--- config.mk ---
export PLATFORM = sky130hd
export DESIGN_NAME = imm_ext_pipe
export DESIGN_NICKNAME = d
export VERILOG_FILES = /design/src/rtl/imm_ext_pkg.sv /design/src/rtl/imm_skid_buf.sv /design/src/rtl/imm_ext_pipe.sv
export SDC_FILE = /design/constraint.sdc
export NUM_CORES = 1
export LEC_CHECK = 0
export BUFFER_PORTS_ARGS = -buffer_cell sky130_fd_sc_hd__buf_2
export CORE_MARGIN = 4
export CORE_UTILIZATION = 40
export DETAILED_ROUTE_END_ITERATION = 8
export GPL_TIMING_DRIVEN = 0
export PLACE_DENSITY = 0.57
export SLEW_MARGIN = 20
export SYNTH_ARGS = -nofsm -noshare
export SYNTH_HDL_FRONTEND = slang
export SYNTH_SLANG_ARGS = --single-unit
--- constraint.sdc ---
create_clock -name clk -period 1.6 [get_ports clk]
set_input_delay 0.08 -clock clk [delete_from_list [all_inputs] [get_ports clk]]
set_output_delay 0.08 -clock clk [all_outputs]
set_load 0.1 [all_outputs]
--- src/rtl/imm_ext_pkg.sv ---
// Shared types and the immediate-extension function for imm_ext_pipe.
// Both the RTL and reference models use ext_calc so the mode semantics live in one place.
package imm_ext_pkg;

    localparam int IMM_MODE_W = 3;
    localparam int EXT_MAX_W  = 64;

    typedef enum logic [IMM_MODE_W-1:0] {
        IMM_ZERO   = 3'd0,
        IMM_SIGN   = 3'd1,
        IMM_UPPER  = 3'd2,
        IMM_BRANCH = 3'd3,
        IMM_SHAMT  = 3'd4
    } imm_mode_e;

    typedef enum logic [1:0] {
        BUF_EMPTY = 2'd0,
        BUF_ONE   = 2'd1,
        BUF_FULL  = 2'd2
    } buf_state_e;

    // Returns {err, value}; value is EXT_MAX_W wide and callers truncate to their OUT_W.
    function automatic logic [EXT_MAX_W:0] ext_calc(
        input logic [EXT_MAX_W-1:0]  imm,
        input logic [IMM_MODE_W-1:0] mode,
        input int                    in_w,
        input int                    br_shift
    );
        logic [EXT_MAX_W-1:0] mask;
        logic [EXT_MAX_W-1:0] zext;
        logic [EXT_MAX_W-1:0] sext;
        logic [EXT_MAX_W:0]   res;
        mask = (EXT_MAX_W'(1) << in_w) - EXT_MAX_W'(1);
        zext = imm & mask;
        sext = (|(imm & (EXT_MAX_W'(1) << (in_w - 1)))) ? (zext | ~mask) : zext;
        res  = '0;
        case (mode)
            IMM_ZERO:   res[EXT_MAX_W-1:0] = zext;
            IMM_SIGN:   res[EXT_MAX_W-1:0] = sext;
            IMM_UPPER:  res[EXT_MAX_W-1:0] = zext << in_w;
            IMM_BRANCH: res[EXT_MAX_W-1:0] = sext << br_shift;
            IMM_SHAMT:  res[4:0]           = imm[4:0];
            default:    res[EXT_MAX_W]     = 1'b1;
        endcase
        return res;
    endfunction

endpackage

--- src/rtl/imm_skid_buf.sv ---
// Generic 2-entry valid/ready skid buffer; in_ready and out_* come straight from flops,
// so there is no combinational path between out_ready and in_ready.
module imm_skid_buf
    import imm_ext_pkg::*;
#(
    parameter int DATA_W = 33
) (
    input  logic              clk,
    input  logic              rst_n,
    input  logic              in_valid,
    output logic              in_ready,
    input  logic [DATA_W-1:0] in_data,
    output logic              out_valid,
    input  logic              out_ready,
    output logic [DATA_W-1:0] out_data
);

    buf_state_e        state_q, state_d;
    logic [DATA_W-1:0] main_q, skid_q;
    logic              in_fire, out_fire;
    logic              load_main, load_skid, promote;

    assign in_ready  = (state_q != BUF_FULL);
    assign out_valid = (state_q != BUF_EMPTY);
    assign out_data  = main_q;
    assign in_fire   = in_valid && in_ready;
    assign out_fire  = out_valid && out_ready;

    always_comb begin
        state_d   = state_q;
        load_main = 1'b0;
        load_skid = 1'b0;
        promote   = 1'b0;
        case (state_q)
            BUF_EMPTY: if (in_fire) begin
                state_d   = BUF_ONE;
                load_main = 1'b1;
            end
            BUF_ONE: begin
                if (in_fire && out_fire) begin
                    load_main = 1'b1;
                end else if (in_fire) begin
                    state_d   = BUF_FULL;
                    load_skid = 1'b1;
                end else if (out_fire) begin
                    state_d   = BUF_EMPTY;
                end
            end
            BUF_FULL: if (out_fire) begin
                state_d = BUF_ONE;
                promote = 1'b1;
            end
            default: state_d = BUF_EMPTY;
        endcase
    end

    always_ff @(posedge clk or negedge rst_n) begin
        if (!rst_n) begin
            state_q <= BUF_EMPTY;
            main_q  <= '0;
            skid_q  <= '0;
        end else begin
            state_q <= state_d;
            if (load_main)    main_q <= in_data;
            else if (promote) main_q <= skid_q;
            if (load_skid)    skid_q <= in_data;
        end
    end

endmodule

--- src/rtl/imm_ext_pipe.sv ---
// Registered immediate extender with valid/ready skid buffering.
// Define IMM_EXT_STATS_EN to add transfer/error/stall statistics counters.
module imm_ext_pipe
    import imm_ext_pkg::*;
#(
    parameter int IN_W     = 16,
    parameter int OUT_W    = 32,
    parameter int BR_SHIFT = 2
) (
    input  logic                  clk,
    input  logic                  rst_n,
    input  logic                  in_valid,
    output logic                  in_ready,
    input  logic [IN_W-1:0]       in_imm,
    input  logic [IMM_MODE_W-1:0] in_mode,
    output logic                  out_valid,
    input  logic                  out_ready,
    output logic [OUT_W-1:0]      out_imm,
    output logic                  out_err
`ifdef IMM_EXT_STATS_EN
    ,
    output logic [31:0]           stat_xfer,
    output logic [15:0]           stat_err,
    output logic [31:0]           stat_stall
`endif
);

    if (IN_W < 6) begin : g_bad_in_w
        $error("imm_ext_pipe: IN_W must be >= 6");
    end
    if (OUT_W < 2 * IN_W || OUT_W > EXT_MAX_W) begin : g_bad_out_w
        $error("imm_ext_pipe: OUT_W must be >= 2*IN_W and <= 64");
    end
    if (BR_SHIFT >= OUT_W - IN_W) begin : g_bad_br_shift
        $error("imm_ext_pipe: BR_SHIFT must be < OUT_W-IN_W");
    end

    logic [EXT_MAX_W:0] ext;
    logic               ext_unused;
    logic [OUT_W:0]     in_data, out_data;

    assign ext        = ext_calc(EXT_MAX_W'(in_imm), in_mode, IN_W, BR_SHIFT);
    assign ext_unused = ^ext;
    assign in_data    = {ext[EXT_MAX_W], ext[OUT_W-1:0]};

    imm_skid_buf #(.DATA_W(OUT_W + 1)) u_buf (
        .clk       (clk),
        .rst_n     (rst_n),
        .in_valid  (in_valid),
        .in_ready  (in_ready),
        .in_data   (in_data),
        .out_valid (out_valid),
        .out_ready (out_ready),
        .out_data  (out_data)
    );

    assign out_err = out_data[OUT_W];
    assign out_imm = out_data[OUT_W-1:0];

`ifdef IMM_EXT_STATS_EN
    always_ff @(posedge clk or negedge rst_n) begin
        if (!rst_n) begin
            stat_xfer  <= '0;
            stat_err   <= '0;
            stat_stall <= '0;
        end else begin
            if (out_valid && out_ready)            stat_xfer  <= stat_xfer + 32'd1;
            if (out_valid && out_ready && out_err) stat_err   <= stat_err + 16'd1;
            if (out_valid && !out_ready)           stat_stall <= stat_stall + 32'd1;
        end
    end
`endif

endmodule

# Word-level counts from Yosys, hierarchy flattened
# Cells that the tools add are included.
classes:
  n_eq_ne: 11
  n_mux: 19
  reduce_logical: 10
ops:
  columns: ["cell", "n"]
  rows:
  - ["$pmux 27 s4", 1]
  - ["$mux 33", 2]
  - ["$mux 32", 1]
  - ["$pmux 5 s3", 1]
  - ["$mux 2", 5]
  - ["$mux 1", 7]
  - ["$eq 3x2->1 const B", 2]
  - ["$pmux 2 s3", 1]
  - ["$reduce_or 5->1", 1]
  - ["$ne 2x1->1 const B", 2]
  - ["$ne 2x2->1 const B", 2]
  - ["$reduce_and 4->1", 1]
  - ["$reduce_bool 2->1", 2]
  - ["$eq 3x1->1 const B", 1]
  - ["$eq 3x3->1 const B", 1]
  - ["$logic_and 1x1->1", 3]
  - ["$logic_not 3->1", 1]
  - ["$ne 3x1->1 const B", 1]
  - ["$eq 2x1->1 const B", 1]
  - ["$eq 2x2->1 const B", 1]
  - ["$logic_not 2->1", 1]
  - ["$pmux 1 s2", 1]
  - ["$reduce_or 2->1", 1]
totals:
  register_bits: 68
  inputBits: 23
  out_inout_bits: 35
  elab_cells: 43

# Logic depth before layout (Yosys ltp)
# Gate-level depths: netlist of run 1.
logic_depth:
  ltp_word: 6
  ltp_mapped: 6
  ltp_nobuf: 4

# By module
# Synthesis of run 1 repeated with hierarchy kept, for this count alone.
hier_totals:
  hier_cells: 280
  hier_area_um2: 3514.6
by_module_without_submodules:
  columns: ["mod", "n_inst", "cells_each", "area_each_um2", "seq_area_each_um2"]
  rows:
  - ["imm_skid_buf", 1, 194, 2991.6, 1701.6]
  - ["imm_ext_pipe", 1, 86, 523.0, 0.0]

# Least setup slack after synthesis of run 1
# OpenSTA, ideal clock, no wires.
synth_timing:
  path_kind: "register to register"
  start: "reg u_buf.state_q[1]"
  end: "reg u_buf.main_q[32], in the netlist u_buf.out_data[32]"
  t_arrival_ps: 1166
  t_required_ps: 1470
  path_slack_ps: 304
  stages_incl_launch_ff: 7
  synth_period_minus_slack_ps: 1296
  cell_sequence: "dfrtp_1 > nor2b_4 > and2_4 > buf_12 > buf_12 > a21oi_2 > a22oi_2"
synth_between:
  elab_chain_cells: 6
  word_cells_on_any_way: 15
  cone_classes: "eq/ne: 3; mux: 6; reduce/logical: 6"
synth_lines:
  columns: ["item", "line_no", "text"]
  rows:
  - ["from (decl)", "imm_skid_buf.sv:18", "buf_state_e state_q, state_d;"]
  - ["from (signal assigned)", "imm_skid_buf.sv:63", "state_q <= state_d;"]
  - ["$ne 2x2->1 or $reduce_bool 2->1 (tied branches)", "imm_skid_buf.sv:23, imm_skid_buf.sv:24", null]
  - ["$logic_and 1x1->1, on equally long branches", "imm_skid_buf.sv:26, imm_skid_buf.sv:27", null]
  - ["$logic_and 1x1->1", "imm_skid_buf.sv:40", "if (in_fire && out_fire) begin"]
  - ["$mux 1", "imm_skid_buf.sv:40", null]
  - ["$pmux 1 s2", "imm_skid_buf.sv:34", "case (state_q)"]
  - ["$mux 33 or $reduce_bool 2->1 (tied branches)", null, null]
  - ["to (signal assigned)", "imm_skid_buf.sv:64", "if (load_main) main_q <= in_data;"]
  - ["to (signal assigned)", "imm_skid_buf.sv:65", "else if (promote) main_q <= skid_q;"]
  - ["to (decl)", "imm_skid_buf.sv:19", "logic [DATA_W-1:0] main_q, skid_q;"]
# Several ways; a longest one is shown, not always the timed one.
# A chain may end at the register's enable or synchronous reset.

# Worst setup path in the final report of run 1
layout_timing:
  start: "reg u_buf.state_q[1]"
  end: "out in_ready"
layout_between:
  elab_chain_cells: 1
layout_lines:
  columns: ["item", "line_no", "text"]
  rows:
  - ["$ne 2x2->1", "imm_skid_buf.sv:23", "assign in_ready = (state_q != BUF_FULL);"]
  - ["to (decl)", "imm_ext_pipe.sv:13", "output logic in_ready,"]
# No other way between the ends.

==> metrics.cfg, run 1 <==
[status]
outcome=completed

[logic_synthesis]
synthMuxAreaShare_pct=0.840
synth_xor_xnor_area_share_pct=0
ys_ff_latch=68
yosysWarnings=0
synthesis.nets=354
synthAdderAreaFrac_pct=0
ys_seq_area_share_pct=47.6
synth_compound_gate_area_share_pct=31.1
synth_top_family_by_area=compound AO/OA/AOI/OAI gates
syn_inst=331
ys_types=36
netlist_area_um2=3570
synth-simple-area-share_pct=12.7
synth.avg_cell_area_um2=10.8

[finish]
antenna_cells=0
mostFrequentLayoutCells=70 x nand2_1, 68 x dfrtp_1, 58 x buf_2
multi_input_area_um2=1590
nets=424
nFillCells=823
drive_gt1_share_pct=44.1
design_area_um2=4280
post-route-util_pct=49.1
syn_to_final_growth_pct=19.9
layout_commonest_cell=nand2_1
final_cell_count_no_fill=514
seq_area_um2=1700

[global_route]
grt.met2_usage_pct=27.1
antenna_found_initial=0
use_met1_pct=27.2
grt_pass1_vias=2737
grt.total_usage_pct=18.5
grt_max_degree=36
grt-ovfl-total=0
grt_first_pass_wirelength_um=14800
busiest_layer=met1
gr-usage-met3_pct=2.98

[place]
postPlaceCellArea_um2=4010
globalplace.congestion=0.800
place_ws_ns=-0.0829
numPortBuffers=56
dp_hpwl_um=6650
dp.cells=496

[pwr]
power.total_w=0.00740
power.leakage_nw=1.90
peakVddDrop_mv=0.847
cellPowerDensity_nw_per_um2=1730

[cts]
cts_tree=yes
post_cts.repair.setup_buffers=0
cts-root-buf=clkbuf_8
clk_pin_slew_ns=0.08
clock_path_buffers=2
cts.sinks=68
numCtsBuffers=9
clkLatencyLatePin_ns=0.35
htree_levels=3

[worst_setup_path]
worst_ep_required_time_ns=1.52
crit_fanout=6
cp_slowest_cell=dfrtp_1
startpoint=u_buf.state_q[1]
endpoint_kind=output port
startpoint_type=register
critical_path.cell_chain=nor2b_4, inv_1, buf_2
r2r-start=u_buf.state_q[0]
max_stage_delay_ns=0.45
arrival_ns=1.42
critPathKind=register to output port

[die]
ios=58
die_area_um2=10500
coreArea_um2=8720
die_w_um=103
initial_utilization_pct=41.0
chipHeight_um=103
rows=34

[sta]
period_needed_ns=1.50
clock_skew_ns=0.00743
rsz0062_at_grt=false
final_hold_viol_count=0
slew_violations=0
worst_pin_slew_ns=0.507
fmax_ghz=0.669
slew_headroom_pct=66.2
fin_ws_ns=0.104
finalSetupViolations=0
finalCritPeriodShare_pct=93.5

[route]
dr.pass1.iters=4
wl_per_cell_um=17.5
initialDrtViolationCount=125
totalWireLength_um=9010
drc=0
via_per_inst=5.21
ant_nets=0
num_vias=2676

[flow_run]
drv.max_cap_violation_count=0

[hold_path]
min_from=in_imm[1]
worstHoldPathType=primary input to register

-- area by class of cell --
cell class / count / area share (%)
clock inverters: 6 / 2.60
clock buffers: 10 / 3.21
well taps: 108 / 3.15
flip-flops and latches: 68 / 39.7
inverters: 3 / 0.263
plain buffers: 27 / 6.31
multi-input cells: 233 / 37.2
repair buffers: 59 / 7.54
-- sequential cells by signal, summed over array words and instances, names as in the netlist --
signal	count
u_buf.state_q	2
u_buf.out_data	33
u_buf.skid_q	33
-- metal layers --
layer	vias up	share of wire, %
met5	-	0
met4	0	2.1
met3	15	4.6
met2	67	45
met1	1285	48
li1	1309	-
-- through the flow --
step	TNS [ns]	hold WS, ns
6_report	0	0.0513
5_1_grt	0	0.0620
4_1_cts	0	0.0404
3_5_place_dp	-0.793	0.0707
3_3_place_gp	-0.228	0.355
2_1_floorplan	0	-0.216
-- kinds of logic (layout without fill, tap and decap cells) --
kind of cell	after synthesis	in the layout
AO/OA/AOI/OAI	134	134
multiplexers	3	3
AND/OR/NAND/NOR	96	96
buffers and inverters	30	105
flip-flops	68	68
-- cells in the mapped netlist --
cell type  instances  area (um2)
o21a_1             1        7.51
nand2_1           70         263
a22oi_1           14         105
and2b_1            3        22.5
a22oi_2           31         388
o31ai_1            1        7.51
and3_1             1        6.26
buf_4              5        37.5
o21ai_0           15        75.1
nor2b_4            3        41.3
o221a_2            1        11.3
o211ai_1           1        7.51
o21ai_1           18        90.1
dfrtp_1           68        1700
mux2i_1            3        30.0
buf_2              3        15.0
nor2_2             1        6.26
a31oi_1            5        31.3
or2_2              1        6.26
nand2b_1           1        6.26
and2_1             2        12.5
o22ai_1            2        12.5
buf_6              9         101
nor2b_1            8        50.1
a21oi_1            5        25.0
clkbuf_8           1        13.8
and2_4             1        8.76
buf_12             4        80.1
nor2_1             2        7.51
nor3b_1            1        7.51
nor2b_2            1        8.76
inv_1              2        7.51
a21oi_2           40         350
inv_2              1        3.75
nand2_2            1        6.26
clkbuf_1           5        18.8
-- worst paths after layout --
| check | end | slack, ns | depth (start not counted) |
|---|---|---|---|
| setup / recovery | in_ready | 0.10 | 3 |
| hold / removal | u_buf.out_data[1] | 0.05 | 3 |
| setup reg to reg | u_buf.skid_q[17] | 0.13 | 6 |
| hold reg to reg | u_buf.skid_q[16] | 0.50 | 2 |
| max in group asynchronous | u_buf.skid_q[8] | 0.83 | 3 |
| min in group asynchronous | u_buf.skid_q[21] | 0.23 | 2 |
-- critical path: cells and delay by family (launching register included) --
family / cells / cell delay (ns)
flops: 1 / 0.45
buf+inv: 2 / 0.46
simple gates: 1 / 0.17
-- power breakdown --
| part | internal, W | total [W] | switching, W |
|---|---|---|---|
| logic | 0.000672 | 0.00322 | 0.00254 |
| registers | 0.00215 | 0.00241 | 0.000262 |
| clock network | 0.00108 | 0.00177 | 0.000693 |
| total | 0.00390 | 0.00740 | 0.00350 |
-- repair_timing --
item | in CTS | in global routing
gates resized for setup | 3 | 0
hold buffers | 2 | 0
hold endpoints to repair | 34 | 0
endpoints found under the setup margin | 20 | 0
No activity file was read; power rests on OpenSTA's default activity.
==> run 2: changes to the inputs <==
--- a/config.mk
+++ b/config.mk
@@ -11,6 +11,7 @@
 export DETAILED_ROUTE_END_ITERATION = 8
 export GPL_TIMING_DRIVEN = 0
 export PLACE_DENSITY = 0.57
+export REMOVE_ABC_BUFFERS = 1
 export SLEW_MARGIN = 20
 export SYNTH_ARGS = -nofsm -noshare
 export SYNTH_HDL_FRONTEND = slang
==> constraint.sdc (replaced) <==
create_clock -name clk -period 1.8 [get_ports clk]
set_input_delay 0.09 -clock clk [delete_from_list [all_inputs] [get_ports clk]]
set_output_delay 0.09 -clock clk [all_outputs]
set_load 0.1 [all_outputs]
==> run 2 against run 1 <==
Net effect:
- clock skew is 0.0018 ns higher
- worst setup slack better by 0.057 ns
- power is 12% lower
- count of clock-buffer cells in the layout stayed put
- final cell count is 4.5% lower
- cell area is 4.3% lower
- critical endpoint is now u_buf.out_data[21]
- highest routed layer unchanged
==> metrics.cfg, run 2 (synthesis results as in run 1) <==
[worst_setup_path]
critPathKind=register to register
startpoint_type=register
arrival_ns=1.91
worst_ep_required_time_ns=2.07
endpoint_kind=register
crit_fanout=32

[die]
rows=34
coreArea_um2=8720
ios=58
die_area_um2=10500
initial_utilization_pct=41.0
die_w_um=103
chipHeight_um=103

[finish]
design_area_um2=4100
post-route-util_pct=47.0
nFillCells=840
nets=401
drive_gt1_share_pct=41.8
mostFrequentLayoutCells=69 x nand2_1, 67 x dfrtp_1, 56 x buf_2
antenna_cells=0
syn_to_final_growth_pct=14.7
final_cell_count_no_fill=491
layout_commonest_cell=nand2_1

[cts]
cts-root-buf=clkbuf_8
numCtsBuffers=9
clkLatencyLatePin_ns=0.35
htree_levels=3
clock_path_buffers=2
clk_pin_slew_ns=0.07
cts_tree=yes
cts.sinks=68

[pwr]
power.total_w=0.00649
power.leakage_nw=1.80
cellPowerDensity_nw_per_um2=1580
peakVddDrop_mv=0.881

[sta]
finalCritPeriodShare_pct=91.0
final_hold_viol_count=0
clock_skew_ns=0.00921
finalSetupViolations=0
slew_violations=0
fmax_ghz=0.610
holdWs_ns=0.0229
rsz0062_at_grt=false
worst_pin_slew_ns=0.869
slew_headroom_pct=42.1
period_needed_ns=1.64

[global_route]
grt_max_degree=67
grt.total_usage_pct=17.4
grt-ovfl-total=0
antenna_found_initial=0
grt_pass1_vias=2631
grt_first_pass_wirelength_um=14000

[hold_path]
worstHoldPathType=primary input to register

[place]
globalplace.congestion=0.739
numPortBuffers=57
postPlaceCellArea_um2=3830
dp_hpwl_um=5390
dp.cells=473

[route]
dr.pass1.iters=4
initialDrtViolationCount=128
wl_per_cell_um=17.1
num_vias=2603
totalWireLength_um=8410
drc=0
via_per_inst=5.30
ant_nets=0

[status]
outcome=completed

[flow_run]
drv.max_cap_violation_count=0

## run 2: timing repair
item                                    in CTS  in global routing
setup buffers                                1                  0
endpoints found under the setup margin      56                  1
pin swaps                                    0                  0
hold buffers                                 1                  0
gates resized for setup                      1                  1
endpoints found under the hold margin       30                  0
## run 2: critical path, stage by stage (launching register included)
cell     delay (ns)
dfrtp_1        0.46
nor2b_4        0.19
and2_4         0.57
a21oi_1        0.17
a22oi_2        0.16
## run 2: path summary, 6_finish.rpt
| path | start | cells past startpoint | slack [ns] | end |
|---|---|---|---|---|
| setup reg to reg | u_buf.state_q[0] | 4 | 0.16 | u_buf.out_data[21] |
| min in group asynchronous | rst_n | 2 | 0.22 | u_buf.out_data[18] |
| setup / recovery | u_buf.state_q[0] | 4 | 0.16 | u_buf.out_data[21] |
| hold / removal | out_ready | 2 | 0.02 | u_buf.state_q[1] |
| max in group asynchronous | rst_n | 3 | 1.03 | u_buf.out_data[22] |
| hold reg to reg | u_buf.skid_q[20] | 2 | 0.50 | u_buf.skid_q[20] |
## run 2: final cells by class
| type | instances | area (um2) | share of cell area [%] |
|---|---|---|---|
| clock inverter | 6 | 113 | 2.75 |
| timing repair buffer | 63 | 408 | 9.95 |
| multi-input combinational | 233 | 1600 | 39.1 |
| inverter | 3 | 11.3 | 0.275 |
| tap | 108 | 135 | 3.30 |
| clock buffer | 10 | 128 | 3.11 |
| sequential | 68 | 1700 | 41.5 |
## run 2: metrics by stage
stage / setup TNS [ns] / setup slack [ns]
global placement: -33.01 / -1.17
CTS: 0 / 0.101
finish: 0 / 0.161
global route: 0 / 0.0348
floorplan: -15.99 / -0.679
detailed placement: -5.63 / -0.203
## run 2: report_power, final
part           total [W]  switching (W)  internal, W
logic            0.00280        0.00223     0.000568
clock network    0.00153       0.000609     0.000923
registers        0.00215       0.000243      0.00191
## run 2: metal layers
layer / global-route usage, % / up-vias / part of all wire (%)
met5: 0 / - / 0
met2: 25.8 / 51 / 44
met3: 3.52 / 10 / 4.0
met1: 25.5 / 1273 / 51
met4: 6.05 / 0 / 1.5
li1: - / 1269 / -
==> run 3: changes to the inputs <==
--- a/config.mk
+++ b/config.mk
@@ -10,7 +10,7 @@
 export CORE_UTILIZATION = 40
 export DETAILED_ROUTE_END_ITERATION = 8
 export GPL_TIMING_DRIVEN = 0
-export PLACE_DENSITY = 0.57
+export PLACE_DENSITY_LB_ADDON = 0.15
 export REMOVE_ABC_BUFFERS = 1
 export SLEW_MARGIN = 20
 export SYNTH_ARGS = -nofsm -noshare
==> run 3 against run 2 <==
Net effect:
- non-clock buffer count increased by 1
- final cell count unchanged
- die area unchanged
- combinational power about the same
- wire length decreased by 1.8%
- register-to-register slack got worse by 0.06 ns
- sequential power about the same
- core utilization decreased by 0.34 points
- via count increased by 0.54%
- clock power decreased by 21%
- count of clock-buffer cells in the layout increased by 3
- critical path type unchanged
- largest power group unchanged
==> metrics.cfg, run 3 (synthesis results as in run 1) <==
[status]
outcome=completed

[flow_run]
drv.max_cap_violation_count=0

[pwr]
power.total_w=0.00617
power.leakage_nw=1.79
cellPowerDensity_nw_per_um2=1520
peakVddDrop_mv=0.603

[die]
coreArea_um2=8720
initial_utilization_pct=41.0
die_w_um=103
ios=58
die_area_um2=10500
rows=34
chipHeight_um=103

[route]
dr.pass1.iters=4
ant_nets=0
initialDrtViolationCount=114
num_vias=2617
drc=0
totalWireLength_um=8250
via_per_inst=5.33
wl_per_cell_um=16.8

[sta]
finalSetupViolations=0
slew_violations=0
clock_skew_ns=0.00428
final_hold_viol_count=0
holdWs_ns=0.0450
finalCritPeriodShare_pct=94.3
rsz0062_at_grt=false
fin_tns_setup_ns=0
fmax_ghz=0.589
slew_headroom_pct=42.9
period_needed_ns=1.70
worst_pin_slew_ns=0.857

[worst_setup_path]
critPathKind=register to register
startpoint_type=register
worst_ep_required_time_ns=2.04
crit_fanout=32
r2r_setup_slack_ns=0.10
arrival_ns=1.94
endpoint_kind=register

[cts]
cts-root-buf=clkbuf_8
cts_tree=yes
clkLatencyLatePin_ns=0.32
numCtsBuffers=9
cts.sinks=68
clk_pin_slew_ns=0.07
htree_levels=3
clock_path_buffers=2

[global_route]
grt_max_degree=67
antenna_found_initial=0
grt_pass1_vias=2600
grt-ovfl-total=0
grt.total_usage_pct=16.6
grt_first_pass_wirelength_um=13600

[finish]
syn_to_final_growth_pct=13.9
antenna_cells=0
nFillCells=844
mostFrequentLayoutCells=69 x nand2_1, 68 x dfrtp_1, 56 x buf_2
drive_gt1_share_pct=41.0
final_cell_count_no_fill=491
layout_commonest_cell=nand2_1
nets=402

[hold_path]
worstHoldPathType=primary input to register

[place]
globalplace.congestion=0.715
numPortBuffers=57
dp.cells=473
dp_hpwl_um=5350

## run 3: cell types whose count changed in the layout (fill, tap and decap cells not counted), sizes merged
cell | previous run | this run
clkinv | 3 | 1
clkbuf | 10 | 13
buf | 62 | 63
bufinv | 3 | 1
## run 3: worst max-delay path, stage by stage (launching register included)
cell     delay (ns)
dfrtp_1        0.45
nor2b_4        0.23
and2_4         0.56
a21oi_1        0.16
a22oi_1        0.19
## run 3: layout make-up
cell class	instances	area (um2)	share of cell area, %
sequential	68	1700	41.8
clock inverter	2	35.0	0.861
timing repair buffer	64	435	10.7
multi-input combinational	233	1600	39.4
tap	108	135	3.32
clock buffer	13	149	3.66
inverter	3	11.3	0.277
## run 3: routing by layer
metal  track usage (%)  up-vias  part of all wire [%]
met5                 0        -                     0
met2              26.3       64                    47
met3              4.40        2                   5.3
met4              2.72        0                  0.30
li1                  -     1264                     -
met1              23.5     1287                    47
## run 3: where the power goes
group | internal, W | total [W] | switching (W) | leakage, nW
registers | 0.00191 | 0.00214 | 0.000233 | 0.855
logic | 0.000582 | 0.00282 | 0.00224 | 0.839
clock network | 0.000671 | 0.00121 | 0.000537 | 0.0935
total | 0.00316 | 0.00617 | 0.00301 | 1.79
## run 3: stage by stage
stage                     setup slack (ns)  util [%]  instance area (um2)
after floorplan                     -0.679         -                 3310
after global placement               -1.16      42.7                 3730
after detailed placement            -0.135      44.1                 3840
after CTS                           0.0867      46.7                 4070
after global routing              0.000649      46.7                 4070
final                                0.103      46.7                 4070
## run 3: path summary, 6_finish.rpt
check | start | cells past startpoint | endpoint
worst max-delay path | u_buf.state_q[1] | 4 | u_buf.out_data[20]
worst min-delay path | out_ready | 2 | u_buf.state_q[1]
worst max register to register | u_buf.state_q[1] | 4 | u_buf.out_data[20]
worst min register to register | u_buf.skid_q[20] | 2 | u_buf.skid_q[20]
max in group asynchronous | rst_n | 3 | u_buf.skid_q[0]
min in group asynchronous | rst_n | 2 | u_buf.out_data[24]
## run 3: timing repair
item | CTS | global route
hold endpoints to repair | 68 | 0
hold buffers | 1 | 0
endpoints found under the setup margin | 60 | 0
setup buffers | 2 | 0
gates resized for setup | 1 | 0
